`src/rtl/rd53_popcount_seq.sv`:
```
// Sequential popcount: one shared 5-input weight unit walks the latched operand
// chunk by chunk (LSBs first) and reports count, parity and majority.
module rd53_popcount_seq #(
  parameter int CHUNKS = 8
) (
  input  logic                  clk,
  input  logic                  rst_n,
  input  logic                  clear,
  input  logic                  in_valid,
  input  logic [5*CHUNKS-1:0]   in_data,
  output logic                  in_ready,
  output logic                  out_valid,
  input  logic                  out_ready,
  output logic [5:0]            out_count,
  output logic                  out_odd,
  output logic                  out_major,
  output logic                  busy
);

  localparam int W     = 5 * CHUNKS;
  localparam int IDX_W = (CHUNKS > 1) ? $clog2(CHUNKS) : 1;

  localparam logic [1:0] S_IDLE = 2'd0;
  localparam logic [1:0] S_RUN  = 2'd1;
  localparam logic [1:0] S_DONE = 2'd2;

  localparam logic [IDX_W-1:0] IDX_LAST = IDX_W'(CHUNKS - 1);
  localparam logic [6:0]       W_LIM    = 7'(W);

  function automatic logic [2:0] weight5(input logic [4:0] b);
    weight5 = 3'(b[0]) + 3'(b[1]) + 3'(b[2]) + 3'(b[3]) + 3'(b[4]);
  endfunction

  logic [1:0]       state;
  logic [IDX_W-1:0] idx;
  logic [W-1:0]     operand;
  logic [5:0]       acc;
  logic [4:0]       chunk;
  logic [2:0]       chunk_wt;
  logic [6:0]       acc_x2;

  // Chunk selector feeding the single shared weight unit
  always_comb begin
    chunk = '0;
    for (int c = 0; c < CHUNKS; c++) begin
      if (idx == IDX_W'(c)) chunk = operand[5*c +: 5];
    end
  end

  assign chunk_wt = weight5(chunk);

  always_ff @(posedge clk or negedge rst_n) begin
    if (!rst_n) begin
      state   <= S_IDLE;
      idx     <= '0;
      operand <= '0;
      acc     <= '0;
    end else if (clear) begin
      state <= S_IDLE;
      idx   <= '0;
      acc   <= '0;
    end else begin
      case (state)
        S_IDLE: begin
          if (in_valid) begin
            operand <= in_data;
            acc     <= '0;
            idx     <= '0;
            state   <= S_RUN;
          end
        end
        S_RUN: begin
          acc <= acc + 6'(chunk_wt);
          if (idx == IDX_LAST) begin
            state <= S_DONE;
          end else begin
            idx <= idx + 1'b1;
          end
        end
        S_DONE: begin
          if (out_ready) begin
            state <= S_IDLE;
            idx   <= '0;
          end
        end
        default: begin
          state <= S_IDLE;
          idx   <= '0;
          acc   <= '0;
        end
      endcase
    end
  end

  // Result ports are forced to zero unless a result is being offered
  assign acc_x2    = {acc, 1'b0};
  assign in_ready  = (state == S_IDLE);
  assign out_valid = (state == S_DONE);
  assign busy      = (state == S_RUN) || (state == S_DONE);
  assign out_count = out_valid ? acc : 6'd0;
  assign out_odd   = out_valid && acc[0];
  assign out_major = out_valid && (acc_x2 > W_LIM);

endmodule
```
`config.mk`:
```
export PLATFORM = sky130hd
export DESIGN_NAME = rd53_popcount_seq
export DESIGN_NICKNAME = d
export VERILOG_FILES = /design/src/rtl/rd53_popcount_seq.sv
export SDC_FILE = /design/constraint.sdc
export NUM_CORES = 1
export LEC_CHECK = 0
export ABC_AREA = 1
export BUFFER_PORTS_ARGS = -buffer_cell sky130_fd_sc_hd__buf_2
export CORE_MARGIN = 3
export CORE_UTILIZATION = 40
export CTS_CLUSTER_DIAMETER = 40
export CTS_CLUSTER_SIZE = 8
export DETAILED_ROUTE_END_ITERATION = 8
export GPL_ROUTABILITY_DRIVEN = 0
export SLEW_MARGIN = 30
export SYNTH_ARGS = -nofsm -noshare
export SYNTH_HDL_FRONTEND = slang
export SYNTH_SLANG_ARGS = --single-unit
```
`constraint.sdc`:
```
create_clock -name clk -period 7.74 [get_ports clk]
set_input_delay 0.387 -clock clk [delete_from_list [all_inputs] [get_ports clk]]
set_output_delay 0.387 -clock clk [all_outputs]
set_load 0.1 [all_outputs]
```
Word-level counts from Yosys, hierarchy flattened

Cells that the tools add are included.

Flip-flop bits (word level): 51
Output and inout port bits: 11
Input port bits: 45
Word-level logic and storage cells: 57

Magnitude comparators: 1
Equal/unequal tests: 14
Reductions and logical operators: 9
Multiplexer cells: 22
Bitwise logic cells: 1
$add $sub $neg: 6

Operators by type and width:

| cell                                                  | number |
|---|---|
| 2-to-1 mux 5 bit                                      | 8 |
| 2-to-1 mux 6 bit                                      | 3 |
| one-hot mux 6 bit (3 select lines)                    | 1 |
| == test 3 bit, second input constant                  | 4 |
| 2-to-1 mux 3 bit                                      | 4 |
| inequality test 3 bit, second input constant          | 3 |
| one-hot mux 3 bit (3 select lines)                    | 1 |
| AND reduction 3 bit                                   | 3 |
| 2-to-1 mux 2 bit                                      | 4 |
| > comparator 7 x 6 -> 1 bit, second input constant    | 1 |
| adder 3 x 1 -> 3 bit                                  | 2 |
| adder 6 x 3 -> 6 bit                                  | 1 |
| == test 3 x 2 -> 1 bit, second input constant         | 2 |
| one-hot mux 2 bit (3 select lines)                    | 1 |
| adder 2 x 1 -> 3 bit                                  | 1 |
| adder 3 x 1 -> 3 bit, second input constant           | 1 |
| == test 3 x 1 -> 1 bit, second input constant         | 1 |
| logical NOT 3 bit                                     | 1 |
| inequality test 3 x 2 -> 1 bit, second input constant | 1 |
| adder 1 x 1 -> 2 bit                                  | 1 |
| == test 2 x 1 -> 1 bit, second input constant         | 1 |
| == test 2 bit, second input constant                  | 1 |
| logical AND 1 bit                                     | 2 |
| logical NOT 2 bit                                     | 1 |
| other kinds (4)                                       | 4 |

Longest topological paths before layout

Gate-level depths: netlist (run 1).

Depth after elaboration: 16
Depth in mapped cells: 23
Depth with buffers taken out: 23

Worst setup path before layout (run 1)

Ideal clock, no wire load.

Kind: register to register
Start: reg idx[2]
End: reg acc[4]
Slack: 4.299 ns
Data arrival time: 3.318 ns
Cell stages (with the launch flop): 21
Data required time: 7.617 ns
Cell sequence: dfrtp_1 buf_6 inv_1 ha_1 inv_1 nand2_1 inv_1 nand2_1 nand2_1 nand2_1 nand2_1 nand2_1 a21oi_1 fa_1 fa_1 ha_1 fa_1 nand2_1 nand2_1 a31oi_1 nor3_1

Cells in the longest elaborated chain, start to end: 16
Elaborated cells on any way between the ends: 23

Ends and longest elaborated chain:

| element                                | RTL line | source |
|---|---|---|
| from (decl)                            | 35       | `logic [IDX_W-1:0] idx;` |
| from (signal assigned)                 | 77       | `idx <= idx + 1'b1;` |
| logical NOT 3 bit                      | 46       | `if (idx == IDX_W'(c)) chunk = operand[5*c +: 5];` |
| 2-to-1 mux 5 bit (7 in series)         | 46       |  |
| 2-to-1 mux 5 bit (*)                   | 46       |  |
| adder 1 x 1 -> 2 bit                   | 31       | `weight5 = 3'(b[0]) + 3'(b[1]) + 3'(b[2]) + 3'(b[3]) + 3'(b[4]);` |
| adder 2 x 1 -> 3 bit                   | 31       |  |
| adder 3 x 1 -> 3 bit                   | 31       |  |
| adder 3 x 1 -> 3 bit (*)               | 31       |  |
| adder 6 x 3 -> 6 bit (*)               | 73       | `acc <= acc + 6'(chunk_wt);` |
| one-hot mux 6 bit (3 select lines) (*) | 63       | `case (state)` |
| 2-to-1 mux 6 bit (*)                   | 58       | `end else if (clear) begin` |
| to (signal assigned)                   | 73       |  |
| to (decl)                              | 37       | `logic [5:0] acc;` |

Every way passes the cells marked *; elsewhere a longest branch is shown, timed or not.
A chain may end at the register's enable or synchronous reset.

Worst setup path after layout (run 1)

Ends and elaborated chain as after synthesis.

==> results of run 1 <==
==> flip-flops by register name (all words and copies together) (netlist names) <==
register and flops:
idx 3, acc 6, state 2, operand 40
==> per-layer routing <==
layer | routed length [um] | up-vias
met5 | 0 | -
li1 | - | 1151
met3 | 226 | 7
met1 | 2740 | 1019
met2 | 2750 | 44
met4 | 89 | 0
==> area by class of cell <==
type	instances	area, sq um	share of cell area
flip-flops and latches	51	1280	0.384
repair buffers	56	283	0.0851
well taps	96	120	0.0361
inverters	49	184	0.0553
multi-input cells	227	1380	0.415
clock inverters	1	5.00	0.00151
clock buffers	7	76.3	0.0230
==> worst reg2reg max path, cell delays in order, from the launching register on <==
cell and delay (ns):
dfrtp_1 0.61, inv_1 0.18, ha_1 0.29, inv_1 0.16, nand2_1 0.08, inv_1 0.06
nand2_1 0.05, nand2_1 0.05, nand2_1 0.04, nand2_1 0.06, nand2_1 0.04, a21oi_1 0.16
fa_1 0.47, fa_1 0.50, ha_1 0.24, fa_1 0.39, nand2_1 0.10, nand2_1 0.07
nand2_1 0.06, nor3_1 0.05, nor3_1 0.17
==> per-stage QoR <==
step                instances  hold slack (ns)  instance area [sq um]   util
floorplan                 335           0.0914                   2910      -
global placement          479            0.490                   3240  0.469
detailed placement        479            0.500                   3240  0.469
CTS                       487            0.213                   3320  0.481
global route              487            0.248                   3320  0.481
finish                    487            0.175                   3320  0.481
==> synth_stat cells (all sizes together), types with 2 or more instances <==
| master | count | area share |
|---|---|---|
| nor2 | 33 | 0.051 |
| nand2 | 97 | 0.13 |
| buf | 8 | 0.025 |
| ha | 14 | 0.060 |
| inv | 48 | 0.062 |
| a21oi | 12 | 0.021 |
| fa | 3 | 0.021 |
| nand3 | 14 | 0.024 |
| o21ai | 9 | 0.015 |
| dfrtp | 51 | 0.44 |
| o21a | 2 | 0.0052 |
| nor3 | 5 | 0.0086 |
| mux2 | 34 | 0.13 |
==> path summary, 6_finish.rpt <==
kind,start,end
worst min register to register,operand[24],operand[24]
worst min-delay path,rst_n,acc[5]
min in group clk,in_data[5],operand[5]
worst max register to register,idx[2],acc[4]
max in group asynchronous,rst_n,operand[33]
worst max-delay path,idx[2],acc[4]
==> layout by cell type, fill, tap and decap left out, drive strengths merged, types with 2 or more instances in the layout <==
master,n
a21oi,12
buf,56
clkbuf,7
clkinv,2
dfrtp,51
fa,3
ha,14
inv,48
mux2,34
nand2,97
nand3,14
nor2,33
nor3,5
o21a,2
o21ai,9
==> cell families (layout without fill, tap and decap cells) <==
family | Yosys count | count (layout)
flip-flops | 51 | 51
adder cells (fa/ha/maj) | 17 | 17
multiplexers | 34 | 34
AND/OR/NAND/NOR | 150 | 150
buffers and inverters | 57 | 113
AO/OA/AOI/OAI | 26 | 26
==> power by group through the flow <==
stage	clock network [mW]	registers [mW]	logic, mW
4_1_cts	0.156	0.454	0.552
6_report	0.151	0.452	0.544
5_1_grt	0.166	0.467	0.632
3_3_place_gp	0	0.458	0.531
3_5_place_dp	0	0.460	0.551
2_1_floorplan	0	0.429	0.460
==> summary.txt, run 1 <==
Status: completed
CTS Hold Bufs: 0
Pre-CTS setup slack: 3.81 ns
Routed wire length: 5800 um
Seq/Total Area, Yosys: 0.438
CORE AREA: 0.00691 sq mm
Routed WL per cell: 11.9 um
Initial DRC count: 75
Fillcell total: 724
Count of flip-flops with a built-in enable after synthesis: 0
Area share of fa/ha/maj cells after synthesis: 0.0808
Post-CTS setup buffer count: 0
Internal: 671 uW
Final hold viol count: 0
Proportion of layout cells with a drive suffix above 1: 0.258
IO Pins: 56
Overall Global Routing Usage: 0.147
Crit-path cells: inv_1 > ha_1 > inv_1 > nand2_1 > inv_1 > nand2_1 > nand2_1 > nand2_1 > nand2_1 > nand2_1 > a21oi_1 > fa_1 > fa_1 > ha_1 > fa_1 > nand2_1 > nand2_1 > nand2_1 > nor3_1 > nor3_1
# nets final: 452
Max FO, Critical Path: 9
CTS tree: yes
ANT cells: 0
Die Ht: 91.3 um
Ys Warns: 0
Area Growth Syn to Fin: 14.1%
Initial antenna violation count: 0
Endpoint type of the worst setup path: register
CP Buf/Inv Count: 3
Antenna Nets Post-Route: 0
H-tree lvl count: 2
Req. time, crit path: 7.97 ns
Complex-gate fraction of the synthesized area: 0.0481
Worst Skew: 0.00421 ns
Crit path DAT: 4.15 ns
Cell family with most CP delay: adder cells
Critical Path Slowest Stage Cell: dfrtp_1
Setup TNS: 0 ns
MaxCap Viol Count: 0
Number of port buffers: 55
Seq cells post-synth: 51
Design Power: 1.15 mW
Clk pwr share: 0.132
Worst-Margin Slew: 0.655 ns
# DRC: 0
Grt met2 use: 0.234
VDD IR-drop max: 132 uV
Syn avg cell area: 8.69 sq um
CP max stage delay: 0.61 ns
Syn Inst Count: 335
Final min period: 3.92 ns
Slew Viols, Final: 0
Site Rows: 30
Global-route wire length before repair: 9900 um
DP HPWL: 4440 um
Die ar.: 0.00834 sq mm
1st-pass router iterations: 4
GR Util met1: 0.201
Main combinational cell family by area after synthesis: simple AND/OR/NAND/NOR gates
Reported net switching power: 476 uW
DR vias: 2221
Critical path's most frequent cell: nand2_1
Clk root buf: clkbuf_8
Xor/xnor cell area share of the yosys netlist: 0
Vias per std cell: 4.56
Synth Area in Simple Gates: 0.213
Sequential Power Share: 0.394
Pwr dens: 345 mW/mm^2
Endpoints failing setup: 0
Syn_nets: 397
Clock Tree Buf Depth: 2
Final cycle utilization of the critical path: 0.506
Mux contribution to synthesized area: 0.131
Leak: 1.79 nW
RSZ-0062 raised after global routing: no
Most Used Layer, Global Route: met2
Die Wd: 91.3 um
Critical Path Source Type: register
Synth cell types: 24
Synthesized area: 0.00291 sq mm
Clk_lat worst skew: 0.30 ns
Asr flop ratio synth: 1.00
Setup Crit Path Kind: reg2reg
Met3 usage: 0.0273
Switching share of power: 0.415
Ys flop type: dfrtp_1
Largest net degree at the start of global routing: 52
Critical path depth in cells: 20
Hold Crit Class: in2async
Vias in the first global route: 2134
CTS Sinks: 51
Starting Density: 0.422
Grt ovf: 0
Post-CTS sizing: 0
CTS clock-pin slew for the worst setup and hold paths: 0.09 ns
Slew HR: 0.564
Max Freq: 0.255 GHz
Comb power frac: 0.474
Setup slack, reg-to-reg: 3.82 ns
Post-route setup slack: 3.82 ns
FF-to-FF path depth: 20
CTS Buf Count: 5
Note: power is estimated with default switching activity, not from simulation.
==> inputs of run 2 (changes only) <==
Clock period 7.74 ns to 3.7 ns, I/O delays scaled along.
==> run 2 against run 1 <==
The flow now finishes with violations (negative hold slack). Sequential power grew 110%. Flip-flop and latch count unchanged. First-iteration DRC count is 23% higher. Die area stayed put. Non-clock buffer count is 4 higher. Wire length fell by 0.93%. Largest power group unchanged.
==> summary.txt, run 2 (synthesized netlist as in run 1, its figures left out) <==
Final hold viol count: 29 (+29)
Critical path depth in cells: 20 (unchanged)
Post-route setup slack: 0.180 ns (-3.64 ns)
Max FO, Critical Path: 6 (-3)
Initial antenna violation count: 0 (unchanged)
Die Wd: 91.3 um (unchanged)
VDD IR-drop max: 242 uV (+83%)
Worst-Margin Slew: 0.639 ns (-0.0152 ns)
Critical Path Slowest Stage Cell: fa_2
Clock Tree Buf Depth: 2 (unchanged)
Die ar.: 0.00834 sq mm (unchanged)
Clk root buf: clkbuf_8
CTS Hold Bufs: 0 (unchanged)
H-tree lvl count: 2 (unchanged)
Pwr dens: 718 mW/mm^2 (+110%)
Worst Skew: 0.00643 ns (+0.00222 ns)
Setup slack, reg-to-reg: 0.18 ns (-3.64 ns)
DR vias: 2244 (+1.0%)
DP HPWL: 4390 um (-1.2%)
Cell family with most CP delay: adder cells
CTS Sinks: 51 (unchanged)
Top Registers: operand (40), acc (6), idx (3)
Initial DRC count: 92 (+23%)
Slew HR: 0.574 (+0.0101)
1st-pass router iterations: 4 (unchanged)
Setup Crit Path Kind: reg2reg
CTS Buf Count: 5 (unchanged)
Die Ht: 91.3 um (unchanged)
Max Freq: 0.284 GHz (+11%)
Crit-path cells: inv_2 > ha_2 > inv_2 > nor2_8 > inv_2 > nand3_1 > nand2_1 > nand2_1 > nand2_1 > nand2_1 > nand2_1 > a21oi_2 > fa_1 > fa_2 > ha_2 > fa_2 > nand2_1 > nand2_1 > a31oi_2 > nor3_2
Crit path DAT: 3.71 ns (-0.44 ns)
CP max stage delay: 0.48 ns (-0.13 ns)
Endpoint type of the worst setup path: register
Final cycle utilization of the critical path: 0.951 (+0.445)
CTS clock-pin slew for the worst setup and hold paths: 0.09 ns (about the same)
FF-to-FF End: acc[4]
Largest net degree at the start of global routing: 52 (unchanged)
Commonest cells after routing, fill and taps aside: nand2_1, buf_2, dfrtp_1, inv_1, mux2_2
Status: complete, but fails checks
Largest reg by FF count: operand
Critical Path Source Type: register
Global-route wire length before repair: 10300 um (+3.9%)
IO Pins: 56 (unchanged)
Vias per std cell: 4.58 (+0.42%)
Leak: 1.81 nW (+0.81%)
Grt ovf: 0 (unchanged)
CORE AREA: 0.00691 sq mm (unchanged)
Routed WL per cell: 11.7 um (-1.5%)
Max reg flops: 40 (unchanged)
Failing checks: negative hold slack
Placed cells: 482 (+0.63%)
Hold Crit Class: in2async
WHS: -0.0267 ns (-0.201 ns)
CP Buf/Inv Count: 3 (unchanged)
Endpoints failing setup: 0 (unchanged)
MaxCap Viol Count: 0 (unchanged)
Leading cell type in the layout, fill and taps excluded: nand2_1
Layout Utilization: 0.494 (+0.0127)
Critical path destination: acc[4]
Worst Setup SP: idx[0]
Final min period: 3.52 ns (-0.399 ns)
Routed wire length: 5750 um (-0.93%)
# nets final: 456 (+0.88%)
FF-to-FF path depth: 20 (unchanged)
Clk_lat worst skew: 0.30 ns (about the same)
Antenna Nets Post-Route: 0 (unchanged)
Setup TNS: 0 ns (unchanged)
Site Rows: 30 (unchanged)
CTS tree: yes
Proportion of layout cells with a drive suffix above 1: 0.312 (+0.0539)
Number of port buffers: 55 (unchanged)
# DRC: 0 (unchanged)
Starting Density: 0.422 (unchanged)
Vias in the first global route: 2267 (+6.2%)
Design Power: 2.45 mW (+110%)
Critical path's most frequent cell: nand2_1
Worst reg2reg path startpoint: idx[0]
Req. time, crit path: 3.89 ns (-4.08 ns)
Slew Viols, Final: 0 (unchanged)
Pre-CTS setup slack: 0.0235 ns (-3.79 ns)
Overall Global Routing Usage: 0.151 (+0.00402)
Area Growth Syn to Fin: 17.1%
Fin cells: 490 (+0.62%)
ANT cells: 0 (unchanged)
run 2: cell count changes in the layout (fill, tap and decap cells not counted), moves of 3 or more:
cell,change
nor3_2,+3
ha_1,-6
ha_2,+6
nor3_1,-3
buf_4,+4
run 2: through the flow:
stage / hold slack (ns) / cell area [sq um]
2_1_floorplan: -0.111 / 2910
3_3_place_gp: 0.340 / 3260
3_5_place_dp: 0.346 / 3260
4_1_cts: 0.00958 / 3350
5_1_grt: 0.0405 / 3410
6_report: -0.0267 / 3410
run 2: worst min-delay path by stage:
stage,from,to
3_3_place_gp,rst_n,acc[3]
3_5_place_dp,rst_n,acc[5]
2_1_floorplan,rst_n,acc[0]
6_report,rst_n,acc[5]
5_1_grt,rst_n,acc[5]
4_1_cts,rst_n,acc[5]
run 2: cell type report:
cell class                      count  area [sq um]
Fill cell                         720          3500
Multi-Input combinational cell    227          1430
Sequential cell                    51          1280
Timing Repair Buffer               60           313
Inverter                           49           188
Tap cell                           96           120
Clock buffer                        6          82.6
Clock inverter                      1          5.00
run 2: per-layer routing:
metal	wire, um	part of all wire	global-route usage	vias up
li1	-	-	-	1165
met5	0	0	0	-
met2	2760	0.48	0.245	33
met1	2710	0.47	0.197	1039
met4	101	0.018	0.0590	0
met3	175	0.030	0.0323	7
run 2: power by group:
| group | switching, mW | leakage [nW] | internal, mW |
|---|---|---|---|
| clock network | 0.179 | 0.0470 | 0.147 |
| registers | 0.144 | 0.617 | 0.802 |
| logic | 0.682 | 1.14 | 0.497 |
run 2: timing repair:
| item | CTS | global route |
|---|---|---|
| pin swaps | 0 | 2 |
| setup endpoints to repair | 1 | 4 |
| hold endpoints to repair | 0 | 0 |
| buffers inserted | 0 | 1 |
| gates resized for setup | 1 | 17 |
==> inputs of run 3 (changes only) <==
Settings changed: CORE_UTILIZATION 40 to 50, PLACE_DENSITY set to 0.76.
Clock period 3.7 ns to 3.13 ns, I/O delays scaled along.
==> run 3 against run 2 <==
Cell count rose by 0.41%. Wire length increased by 11%. First-iteration DRC count grew 51%. Sequential power rose by 19%. Combinational power rose by 54%. Clock power increased by 25%. Clock skew rose by 0.0042 ns. Via count is 5.5% higher. Non-clock buffer count up 25. The run ends with negative setup slack left. Core utilization rose by 17 points. Critical path depth up 2. Fmax increased by 0.27%.
==> summary.txt, run 3 (synthesized netlist as in run 1, its figures left out) <==
DR vias: 2367 (+5.5%)
Worst Hold Depth: 2
Slew Viols, Final: 0 (unchanged)
1st-pass router iterations: 4 (unchanged)
Worst reg2reg path startpoint: idx[0]
Slew HR: 0.582 (+0.00812)
CTS clock-pin slew for the worst setup and hold paths: 0.09 ns (about the same)
DP HPWL: 4560 um (+3.9%)
Fillcell total: 457 (-37%)
Endpoints failing setup: 5 (+5)
Pre-CTS setup slack: -0.215 ns (-0.238 ns)
Final cycle utilization of the critical path: 1.12 (+0.170)
Global-route wire length before repair: 10500 um (+2.1%)
Site Rows: 27 (-10%)
# nets final: 481 (+5.5%)
Clk root buf: clkbuf_8
Critical Path Slowest Stage Cell: fa_1
Post-route setup slack: -0.381 ns (-0.561 ns)
Leading cell type in the layout, fill and taps excluded: nand2_1
Largest reg by FF count: operand
Pwr dens: 907 mW/mm^2 (+26%)
Critical path destination: acc[4]
Top Registers: operand (40), acc (6), idx (3)
Max reg flops: 40 (unchanged)
Vias per std cell: 4.81 (+5.1%)
Overall Global Routing Usage: 0.202 (+0.0513)
Area Growth Syn to Fin: 26.9%
FF-to-FF path depth: 22 (+10%)
Clk_lat worst skew: 0.30 ns (about the same)
Final hold viol count: 0 (-100%)
Die Ht: 82.3 um (-9.9%)
Final min period: 3.51 ns (-0.00939 ns)
Setup Crit Path Kind: reg2reg
Routed WL per cell: 12.9 um (+10%)
Worst Setup SP: idx[0]
Req. time, crit path: 3.35 ns (-0.54 ns)
Worst-Margin Slew: 0.627 ns (-0.0122 ns)
Proportion of layout cells with a drive suffix above 1: 0.388 (+0.0759)
Setup slack, reg-to-reg: -0.38 ns (-0.56 ns)
Status: complete, but fails checks
Max FO, Critical Path: 5 (-1)
FF-to-FF End: acc[4]
Starting Density: 0.522 (+0.101)
Antenna Nets Post-Route: 0 (unchanged)
CP max stage delay: 0.57 ns (+0.09 ns)
Grt ovf: 0 (unchanged)
Worst Skew: 0.0106 ns (+0.00415 ns)
Number of port buffers: 55 (unchanged)
Endpoint type of the worst setup path: register
RSZ-0062 raised after global routing: yes
Footprint of the multi-input gates: 0.00151 sq mm (+6.1%)
Leak: 1.96 nW (+8.3%)
Die Wd: 82.3 um (-9.9%)
Failing checks: negative setup slack
Commonest cells after routing, fill and taps aside: nand2_1, buf_2, dfrtp_1, inv_1, mux2_2
Critical Path Source Type: register
CTS Sinks: 51 (unchanged)
Crit-path cells: inv_2 > ha_4 > inv_4 > nor2_8 > nand2_1 > nand2_2 > inv_2 > nand2_1 > nand2_1 > nand2_1 > nand2_1 > nand2_1 > a21oi_2 > fa_1 > fa_2 > ha_4 > fa_2 > nand2_2 > nand2_1 > nand2_1 > nor3_1 > nor3_1
IO Pins: 56 (unchanged)
CTS tree: yes
ANT cells: 0 (unchanged)
Die ar.: 0.00677 sq mm (-19%)
Register area: 0.00128 sq mm (about the same)
MaxCap Viol Count: 0 (unchanged)
Routed wire length: 6360 um (+11%)
Max Freq: 0.285 GHz (+0.27%)
CORE AREA: 0.00557 sq mm (-19%)
Largest net degree at the start of global routing: 52 (unchanged)
Initial antenna violation count: 0 (unchanged)
CTS Buf Count: 5 (unchanged)
WHS: 0.0794 ns (+0.106 ns)
Initial DRC count: 139 (+51%)
# DRC: 0 (unchanged)
Hold Crit Class: in2reg
Vias in the first global route: 2426 (+7.0%)
Critical path's most frequent cell: nand2_1
Crit path DAT: 3.73 ns (+0.02 ns)
H-tree lvl count: 2 (unchanged)
VDD IR-drop max: 517 uV (+110%)
Clock Tree Buf Depth: 2 (unchanged)
[run 3: layout make-up]
class | instances | area share
Sequential cell | 51 | 0.346
Multi-Input combinational cell | 227 | 0.410
Timing Repair Buffer | 85 | 0.141
Inverter | 49 | 0.0518
Tap cell | 72 | 0.0244
Clock buffer | 8 | 0.0271
[run 3: how the worst min path moves through the flow]
stage                        to        start  slack (ns)
global route         operand[6]   in_data[6]        0.07
detailed placement       acc[3]        rst_n        0.22
finish              operand[36]  in_data[36]        0.08
CTS                 operand[36]  in_data[36]        0.07
global placement     operand[4]   in_data[4]        0.39
floorplan                acc[0]        rst_n       -0.14
[run 3: power breakdown]
| part | leakage [nW] | internal, mW | switching, mW | total (mW) |
|---|---|---|---|---|
| sequential | 0.615 | 0.948 | 0.175 | 1.12 |
| combinational | 1.29 | 0.818 | 1.00 | 1.82 |
| clock | 0.0515 | 0.202 | 0.206 | 0.408 |
[run 3: routing by layer]
layer	global-route usage	vias up	wire length, um
li1	-	1216	-
met1	0.245	1080	2610
met4	0.0814	0	142
met2	0.352	59	3280
met3	0.0390	12	327
met5	0	-	0
[run 3: worst max-delay path, delay by kind of cell (launching register included)]
family | cells | cell delay (ns)
flops | 1 | 0.43
compound gates | 1 | 0.07
buf+inv | 3 | 0.20
fa+ha+maj | 5 | 1.79
simple gates | 13 | 0.96
[run 3: timing repair]
item,in CTS,in global routing
buffers inserted,4,2
setup endpoints to repair,5,6
resized for setup,16,14
pin swaps,4,17
endpoints found under the hold margin,51,0
hold buffers,1,0
[run 3: metrics by stage]
| stage | utilization | cells | total power, mW | TNS (ns) | instance area (sq um) |
|---|---|---|---|---|---|
| after global routing | 0.663 | 492 | 3.65 | -2.43 | 3690 |
| after CTS | 0.654 | 490 | 3.17 | -0.754 | 3650 |
| after floorplan | - | 335 | 2.23 | -0.00258 | 2950 |
| final | 0.663 | 492 | 3.35 | -1.59 | 3690 |
| after global placement | 0.614 | 477 | 2.53 | -0.371 | 3420 |
| after detailed placement | 0.614 | 477 | 2.62 | -0.877 | 3420 |
